**config.mk**
```make
export PLATFORM = sky130hd
export DESIGN_NAME = fp32_mul_pipe
export DESIGN_NICKNAME = d
export VERILOG_FILES = /design/src/rtl/fp32_pkg.sv /design/src/rtl/fp32_round_pack.sv /design/src/rtl/fp32_mul_pipe.sv
export SDC_FILE = /design/constraint.sdc
export NUM_CORES = 2
export LEC_CHECK = 0
export CORE_MARGIN = 2
export CORE_UTILIZATION = 60
export CTS_CLUSTER_SIZE = 10
export DETAILED_ROUTE_END_ITERATION = 7
export HOLD_SLACK_MARGIN = 0.15
export PLACE_DENSITY = 0.79
export SKIP_LAST_GASP = 1
export SLEW_MARGIN = 5
export SYNTH_ARGS = -nofsm -noshare
export SYNTH_HDL_FRONTEND = slang
export SYNTH_SLANG_ARGS = --single-unit
```
**constraint.sdc**
```tcl
create_clock -name clk -period 9.5 [get_ports clk]
set_clock_uncertainty 0.1 [all_clocks]
set_input_delay 0.95 -clock clk [delete_from_list [all_inputs] [get_ports clk]]
set_output_delay 0.95 -clock clk [all_outputs]
set_load 0.03 [all_outputs]
```
**src/rtl/fp32_pkg.sv**
```systemverilog
// Shared FP32 field widths, constants, flag positions and pipeline stage types
// used by the multiplier and adder datapaths.
package fp32_pkg;

  localparam int EXP_W    = 8;
  localparam int MAN_W    = 23;
  localparam int SIG_W    = MAN_W + 1;
  localparam int PROD_W   = 2 * SIG_W;
  localparam int EXPS_W   = 10;
  localparam int EXP_BIAS = 127;

  localparam logic [31:0] QNAN = 32'h7FC0_0000;

  localparam int FLAG_W         = 3;
  localparam int FLAG_INVALID   = 2;
  localparam int FLAG_OVERFLOW  = 1;
  localparam int FLAG_UNDERFLOW = 0;

  // Working exponent is signed and wide enough for eA+eB-127 plus two carries.
  typedef logic signed [EXPS_W-1:0] exps_t;

  localparam exps_t EXPS_ZERO = '0;
  localparam exps_t EXPS_ONE  = 10'sd1;
  localparam exps_t EXPS_BIAS = 10'sd127;
  localparam exps_t EXPS_MAX  = 10'sd255;

  typedef enum logic [1:0] {
    FP_NORM = 2'd0,
    FP_ZERO = 2'd1,
    FP_INF  = 2'd2,
    FP_NAN  = 2'd3
  } fp_class_t;

  typedef struct packed {
    logic              sign;
    exps_t             exp;
    logic [PROD_W-1:0] prod;
    fp_class_t         cls;
  } mul_s1_t;

  typedef struct packed {
    logic             sign;
    exps_t            exp;
    logic [SIG_W-1:0] sig;
    logic             guard;
    logic             round;
    logic             sticky;
    fp_class_t        cls;
  } mul_s2_t;

  // Denormals classify as zero so they are flushed before any arithmetic.
  function automatic fp_class_t classify(input logic [31:0] x);
    if (x[30:23] == '1) begin
      return (x[22:0] != '0) ? FP_NAN : FP_INF;
    end
    if (x[30:23] == '0) begin
      return FP_ZERO;
    end
    return FP_NORM;
  endfunction

endpackage

```
**src/rtl/fp32_round_pack.sv**
```systemverilog
// Rounds a normalised 24-bit significand with guard/round/sticky (nearest, ties-to-even),
// applies the carry to the exponent and packs an FP32 word, saturating to zero or infinity.
module fp32_round_pack
  import fp32_pkg::*;
(
  input  logic                     sign,
  input  logic signed [EXPS_W-1:0] exp,
  input  logic [SIG_W-1:0]         sig,
  input  logic                     guard,
  input  logic                     round,
  input  logic                     sticky,
  output logic [31:0]              word,
  output logic                     overflow,
  output logic                     underflow
);

  logic                     round_up;
  logic [SIG_W:0]           sig_rnd;
  logic signed [EXPS_W-1:0] exp_rnd;
  logic [MAN_W-1:0]         man;

  always_comb begin
    round_up = guard & (round | sticky | sig[0]);
    sig_rnd  = {1'b0, sig} + {{SIG_W{1'b0}}, round_up};

    // A carry out of the significand means it became exactly 2.0.
    exp_rnd  = sig_rnd[SIG_W] ? (exp + EXPS_ONE) : exp;
    man      = sig_rnd[SIG_W] ? sig_rnd[MAN_W:1] : sig_rnd[MAN_W-1:0];

    overflow  = 1'b0;
    underflow = 1'b0;
    word      = {sign, exp_rnd[EXP_W-1:0], man};

    if (exp_rnd <= EXPS_ZERO) begin
      underflow = 1'b1;
      word      = {sign, {(EXP_W + MAN_W){1'b0}}};
    end else if (exp_rnd >= EXPS_MAX) begin
      overflow = 1'b1;
      word     = {sign, {EXP_W{1'b1}}, {MAN_W{1'b0}}};
    end
  end

endmodule

```
**src/rtl/fp32_mul_pipe.sv**
```systemverilog
// Three-stage FP32 multiplier (unpack/multiply, normalise, round/pack); 3-cycle latency.
// One global advance enable freezes every stage while a held result is not consumed.
module fp32_mul_pipe #(
  parameter logic [31:0] QNAN = fp32_pkg::QNAN
) (
  input  logic        clk,
  input  logic        rst_n,
  input  logic        in_valid,
  output logic        in_ready,
  input  logic [31:0] A,
  input  logic [31:0] B,
  output logic        out_valid,
  input  logic        out_ready,
  output logic [31:0] result,
  output logic [2:0]  flags
);

  import fp32_pkg::*;

  logic      adv;
  fp_class_t cls_a;
  fp_class_t cls_b;

  logic    s1_vld;
  logic    s2_vld;
  mul_s1_t s1;
  mul_s1_t s1_nxt;
  mul_s2_t s2;
  mul_s2_t s2_nxt;

  logic [31:0]       rp_word;
  logic              rp_overflow;
  logic              rp_underflow;
  logic [31:0]       res_nxt;
  logic [FLAG_W-1:0] flg_nxt;

  assign adv      = !out_valid || out_ready;
  assign in_ready = adv;

  // Stage 1: classify, sign, biased exponent sum and full significand product.
  always_comb begin
    cls_a  = classify(A);
    cls_b  = classify(B);
    s1_nxt = '0;

    s1_nxt.sign = A[31] ^ B[31];
    s1_nxt.exp  = exps_t'({2'b00, A[30:23]}) + exps_t'({2'b00, B[30:23]}) - EXPS_BIAS;
    s1_nxt.prod = {{SIG_W{1'b0}}, 1'b1, A[22:0]} * {{SIG_W{1'b0}}, 1'b1, B[22:0]};

    if (cls_a == FP_NAN || cls_b == FP_NAN ||
        (cls_a == FP_INF && cls_b == FP_ZERO) ||
        (cls_a == FP_ZERO && cls_b == FP_INF)) begin
      s1_nxt.cls = FP_NAN;
    end else if (cls_a == FP_INF || cls_b == FP_INF) begin
      s1_nxt.cls = FP_INF;
    end else if (cls_a == FP_ZERO || cls_b == FP_ZERO) begin
      s1_nxt.cls = FP_ZERO;
    end else begin
      s1_nxt.cls = FP_NORM;
    end
  end

  // Stage 2: the product of two [1,2) significands lies in [1,4); fold [2,4) down.
  always_comb begin
    s2_nxt      = '0;
    s2_nxt.sign = s1.sign;
    s2_nxt.cls  = s1.cls;

    if (s1.prod[PROD_W-1]) begin
      s2_nxt.exp    = s1.exp + EXPS_ONE;
      s2_nxt.sig    = s1.prod[PROD_W-1 -: SIG_W];
      s2_nxt.guard  = s1.prod[PROD_W-SIG_W-1];
      s2_nxt.round  = s1.prod[PROD_W-SIG_W-2];
      s2_nxt.sticky = |s1.prod[PROD_W-SIG_W-3:0];
    end else begin
      s2_nxt.exp    = s1.exp;
      s2_nxt.sig    = s1.prod[PROD_W-2 -: SIG_W];
      s2_nxt.guard  = s1.prod[PROD_W-SIG_W-2];
      s2_nxt.round  = s1.prod[PROD_W-SIG_W-3];
      s2_nxt.sticky = |s1.prod[PROD_W-SIG_W-4:0];
    end
  end

  // Stage 3: round and pack, then let special operands override the arithmetic.
  fp32_round_pack u_round_pack (
    .sign      (s2.sign),
    .exp       (s2.exp),
    .sig       (s2.sig),
    .guard     (s2.guard),
    .round     (s2.round),
    .sticky    (s2.sticky),
    .word      (rp_word),
    .overflow  (rp_overflow),
    .underflow (rp_underflow)
  );

  always_comb begin
    res_nxt = rp_word;
    flg_nxt = '0;
    unique case (s2.cls)
      FP_NAN: begin
        res_nxt                = QNAN;
        flg_nxt[FLAG_INVALID]  = 1'b1;
      end
      FP_INF: begin
        res_nxt = {s2.sign, {EXP_W{1'b1}}, {MAN_W{1'b0}}};
      end
      FP_ZERO: begin
        res_nxt = {s2.sign, {(EXP_W + MAN_W){1'b0}}};
      end
      default: begin
        flg_nxt[FLAG_OVERFLOW]  = rp_overflow;
        flg_nxt[FLAG_UNDERFLOW] = rp_underflow;
      end
    endcase
  end

  always_ff @(posedge clk or negedge rst_n) begin
    if (!rst_n) begin
      s1_vld    <= 1'b0;
      s2_vld    <= 1'b0;
      out_valid <= 1'b0;
      s1        <= '0;
      s2        <= '0;
      result    <= '0;
      flags     <= '0;
    end else if (adv) begin
      s1_vld    <= in_valid;
      s2_vld    <= s1_vld;
      out_valid <= s2_vld;
      s1        <= s1_nxt;
      s2        <= s2_nxt;
      if (s2_vld) begin
        result <= res_nxt;
        flags  <= flg_nxt;
      end
    end
  end

endmodule

```
======== Word level (Yosys, flattened, before mapping) ========
Cells that the tools add are included.
operators by class
  add/subtract/negate cells ............... 5
  $mul .................................... 1
  magnitude comparators ................... 2
  equal/unequal tests ..................... 11
  mux-type cells .......................... 30
  bitwise gates (word level) .............. 4
  reductions and logical operators ........ 17
operator list
  kind                                                                               number
  32-bit one-hot mux with 3 select lines                                             1
  31-bit two-way mux                                                                 2
  24-bit by 24-bit multiplier with 48-bit output                                     1
  23-bit nonzero test                                                                2
  37-bit two-way mux                                                                 1
  24-bit by 1-bit adder with 25-bit output                                           1
  23-bit two-way mux                                                                 1
  2-bit two-way mux                                                                  11
  22-bit OR reduction                                                                1
  21-bit OR reduction                                                                1
  10-bit by 2-bit adder with 10-bit output, second input constant                    2
  8-bit equality test, second input constant                                         2
  8-bit logical NOT                                                                  2
  1-bit two-way mux                                                                  13
  2-bit equality test, second input constant                                         6
  10-bit by 9-bit >= comparator with 1-bit output, second input constant             1
  10-bit by 1-bit less-or-equal comparator with 1-bit output, second input constant  1
  10-bit two-way mux                                                                 1
  9-bit by 7-bit subtractor with 10-bit output, second input constant                1
  8-bit by 8-bit adder with 9-bit output                                             1
  2-bit by 1-bit equality test with 1-bit output, second input constant              3
  1-bit logical OR                                                                   6
  3-bit OR reduction                                                                 1
  1-bit logical AND                                                                  2
  5 further kinds                                                                    6
word-level totals
  flip-flop bits (word level) ............. 139
  input bits .............................. 68
  output and inout port bits .............. 37
  word-level logic and storage cells ...... 86

======== Depth between registers and ports, before layout ========
  depth in word-level cells ............... 11
  depth in mapped cells ................... 28
  depth with buffers taken out ............ 26

======== Hierarchy ========
From an unflattened synthesis, not the netlist that was laid out.
second synthesis, totals
  cells, all modules ...................... 3,021
  area, all modules ....................... 26,563.0 sq um
by module, submodules not included
  module           times used  cells each  area an instance (sq um)  seq. area each (sq um)
  fp32_mul_pipe    1           2,828       25,096.6                  3,478.3
  fp32_round_pack  1           193         1,466.4                   0.0

======== Worst setup path before layout ========
Ideal clock, no wire load.
  kind .................................... input port to flip-flop
  start ................................... input B[12]
  end ..................................... register s1[48] (netlist name)
  library setup time ...................... 0.087 ns
  data arrival time ....................... 7.158 ns
  data required time ...................... 9.313 ns
  path slack .............................. 2.155 ns
  stages on the path ...................... 27
  path buffers ............................ 1
  cells stage by stage .................... clkbuf_1 > inv_1 > nor2_1 > fa_1 > inv_1 > fa_1 > inv_1 > fa_1 > inv_1 > fa_1 > inv_1 > fa_1 > fa_1 > inv_1 > fa_1 > inv_1 > ha_1 > a21oi_1 > nor2b_1 > o21ai_0 > o2111ai_1 > a21o_1 > a31oi_1 > o21a_1 > o21ai_1 > a2111o_1 > o211ai_1
between the ends
  longest elaborated chain between the ends .. 1
ends and longest elaborated chain
  element                                         RTL line              text
  start: declaration                              fp32_mul_pipe.sv:11   input logic [31:0] B,
  24-bit by 24-bit multiplier with 48-bit output  fp32_mul_pipe.sv:48   s1_nxt.prod = {{SIG_W{1'b0}}, 1'b1, A[22:0]} * {{SIG_W{1'b0}}, 1'b1, B[22:0]};
  end signal: assignment                          fp32_mul_pipe.sv:131  s1 <= s1_nxt;
  end: declaration                                fp32_mul_pipe.sv:26   mul_s1_t s1;
Every way passes these cells.
A chain may end at the register's enable or synchronous reset.

======== Worst setup path after layout ========
  start ................................... input A[10]
  end ..................................... register s1[48] (netlist name)
between the ends
  longest elaborated chain between the ends .. 1
ends and longest elaborated chain
  element                                         RTL line             text
  start: declaration                              fp32_mul_pipe.sv:10  input logic [31:0] A,
  24-bit by 24-bit multiplier with 48-bit output  fp32_mul_pipe.sv:48
Every way passes these cells.

==> metrics.csv <==
stage,metric,value,unit
outcome,outcome,"complete, no violations",
setup_path,worst-r2r-cell-count,11,
min_path,holdCritStartpoint,result[31]$_DFFE_PN0P_,
sta,rsz_0062_raised_after_global_routing,no,
cells_and_area,mostFrequentLayoutCells,"inv_1, fa_1, nand2_1",
cells_and_area,post_route_standard_cell_area_excluding_fillers,27900,sq um
synth,cell_count_after_synthesis,2852,
sta,max-slew-margin-rel,21.6,%
setup_path,critPathLaunchType,input port,
sta,final.min_clock_period,8430,ps
sta,timing.final.max_slew_violations,0,
setup_path,worstPathBufferInverterCount,7,
synth,synthSimpleGateAreaFrac,17.6,%
min_path,hold_path.class,register to register,
setup_path,worstPathRequired,9740,ps
synth,yosysSeqAreaShare,13.6,%
floorplan,chipWidth,211,um
synth,post_synth_mux_area_share,1.13,%
synth,synth_ff_type,dfrtp_1,
setup_path,worstPathArrival,8670,ps
setup_path,worst-path-max-fanout,16,
routing,wirelength,69400,um
place,postPlaceCellArea,27200,sq um
clock_tree,cts_hold_buf,0,
synth,synthAdderAreaFrac,47.1,%
setup_path,cpLargestDelayFamily,adder cells,
floorplan,initial_core_util,60.9,%
routing,post-route-drc-count,0,
setup_path,setup.worst_path.class,input port to register,
synth,syn-cell-area,25600,sq um
setup_path,crit_path_start,A[10],
routing,drt-vias-per-instance,5.76,
run,drv_cap,0,
setup_path,timing.critical_path.mode_cell,fa_1,
setup_path,cp.depth,26,
sta,worstMarginPinSlew,1170,ps
clock_tree,cts-buffers-inserted,17,
floorplan,die_footprint,44300,sq um
cells_and_area,n_antenna_cell,0,
global_routing,grt_antenna_before_repair,1,
setup_path,regToRegSetupSlack,5750,ps
clock_tree,clock_transition_time_at_the_flip_flop_clock_pins_of_the_worst_setup_and_hold_paths,60,ps
routing,detailedRoute.firstPassIterationCount,6,
routing,wl_per_cell,20.1,um
global_routing,grt_start_max_net_pins,99,
setup_path,timing.rr.end,result[9]$_DFFE_PN0P_,
place,gp_congestion,0.990,
synth,synth-compound-area-share,7.46,%
synth,synth.net_count,3594,
floorplan,ioPinCount,105,
synth,synth-async-reset-ratio,100,%
cells_and_area,area_growth,8.81,%
synth,netlist.top_cell.by_area,fa_1,
setup_path,critical_path.endpoint,s1[48]$_DFFE_PN0N_,
synth,yosys.area_share.xor_xnor,2.74,%
place,place.port_buffers,104,
floorplan,rows,75,
clock_tree,cts.path.max_buffers,2,
synth,synthDistinctLibCells,73,
routing,ant_nets,0,
setup_path,cp_slowest_stage_delay,1120,ps
synth,post-synth-top-area-fraction,37.8,%
routing,drt-initial-drc-count,1547,
clock_tree,clock_network_latency_to_the_later_pin_of_the_worst_skew_pair,420,ps
cells_and_area,mostFrequentLayoutCell,inv_1,
sta,hold_viol,0,
global_routing,grt_util_all_layers,32.5,%
floorplan,core-area,42000,sq um
clock_tree,cts.htree.levels,4,
min_path,hold-path-cell-count,2,
floorplan,floorplan.die.height,211,um
sta,layout_worst_path_cycle_share,88.8,%
synth,yosysWarnings,0,
clock_tree,cts_resized,0,
global_routing,global_route_wire_length_before_repair,112000,um
synth,synth_seq_cells,139,
sta,fmaxAchievable,119,MHz
cells_and_area,post_route_cells_drive_above_1_share,4.16,%
global_routing,grt_remaining_overflow,0,
setup_path,critPathSlowestCell,clkdlybuf4s50_1,
synth,synthTopCellsByArea,"fa_1, dfrtp_1, ha_1",
clock_tree,clock_tree.root_cell,clkbuf_16,
clock_tree,tritoncts,built,
sta,setup_violations,0,
setup_path,regToRegStartpoint,s2[5]$_DFFE_PN0N_,
synth,syn-mean-instance-area,8.98,sq um
synth,dominant_combinational_cell_family_by_area_after_synthesis,adder cells,
global_routing,grt_pass1_vias,21266,
routing,routed-via-count,19860,
cells_and_area,nNetsFinal,3639,
setup_path,end_kind,register,
place,dp_hpwl,55300,um
clock_tree,cts.sinks,139,
synth,synth_edf_count,0,
clock_tree,cts.repair_timing.setup_buffer_count,0,
sta,setup_tns,0,ps
==> final cells by class <==
| cell class | instances | area (sq um) |
|---|---|---|
| clock inverter | 13 | 173 |
| fill | 3373 | 14200 |
| multi-input combinational | 2014 | 19500 |
| clock buffer | 19 | 453 |
| sequential | 139 | 3480 |
| timing repair buffer | 164 | 1490 |
| inverter | 561 | 2110 |
| tap | 539 | 674 |
==> through the flow <==
step           util [%]  cells  setup WS (ps)  hold WS, ps
2_1_floorplan         -   2852           2160          330
3_3_place_gp       64.8   3417            879          344
3_5_place_dp       64.8   3417            773          351
4_1_cts            66.3   3449           1190          375
5_1_grt            66.3   3449            746          398
6_report           66.3   3449           1070          371
==> state kept, by name (all words and copies together) (netlist names) <==
name	flops
flags	3
s1_vld	1
result	32
s2	40
s1	61
s2_vld	1
out_valid	1
==> how the worst min path moves through the flow <==
stage,end,slack (ps)
final,result[31]$_DFFE_PN0P_,370
after global routing,flags[2]$_DFFE_PN0P_,400
after CTS,result[31]$_DFFE_PN0P_,380
after detailed placement,s1[6]$_DFFE_PN0N_,350
after global placement,s1[5]$_DFFE_PN0N_,340
after floorplan,s1[6]$_DFFE_PN0N_,330
==> Yosys cell counts, drive strengths merged (9+ instances only) <==
library cell    n
a211oi         10
a21o           26
a21oi          88
a31oi           9
and2          261
and3           15
buf            17
clkbuf        121
dfrtp         139
fa            483
ha            191
inv           559
mux2i          29
nand2         427
nand3          18
nand4          24
nor2          102
nor3           15
nor4           20
o21ai          97
o21bai         11
xnor2          42
xor2           38
==> worst reg2reg max path, delay by kind of cell, from the launching register on <==
| kind | cells | cell delay (ps) |
|---|---|---|
| AO/OA/AOI/OAI | 4 | 1340 |
| flip-flops | 1 | 400 |
| AND/OR/NAND/NOR | 6 | 1490 |
| adder cells (fa/ha/maj) | 1 | 280 |
==> cell families (layout without fill, tap and decap cells) <==
group                    after synthesis  count (layout)
AND/OR/NAND/NOR                      926             926
XOR/XNOR                              80              80
adder cells (fa/ha/maj)              674             674
buffers and inverters                699             757
flip-flops                           139             139
AO/OA/AOI/OAI                        305             305
multiplexers                          29              29
==> routing by layer <==
layer / track usage, % / vias to the layer above / share of wire (%)
met2: 53.4 / 948 / 47
met1: 42.6 / 9937 / 39
met4: 11.9 / 2 / 4.0
met3: 7.36 / 190 / 9.8
li1: - / 8783 / -
met5: 0 / - / 0.017
Power is left out: the tool's default activity adds up to more than one toggle a clock period on the data nets, which glitch-free logic cannot reach.
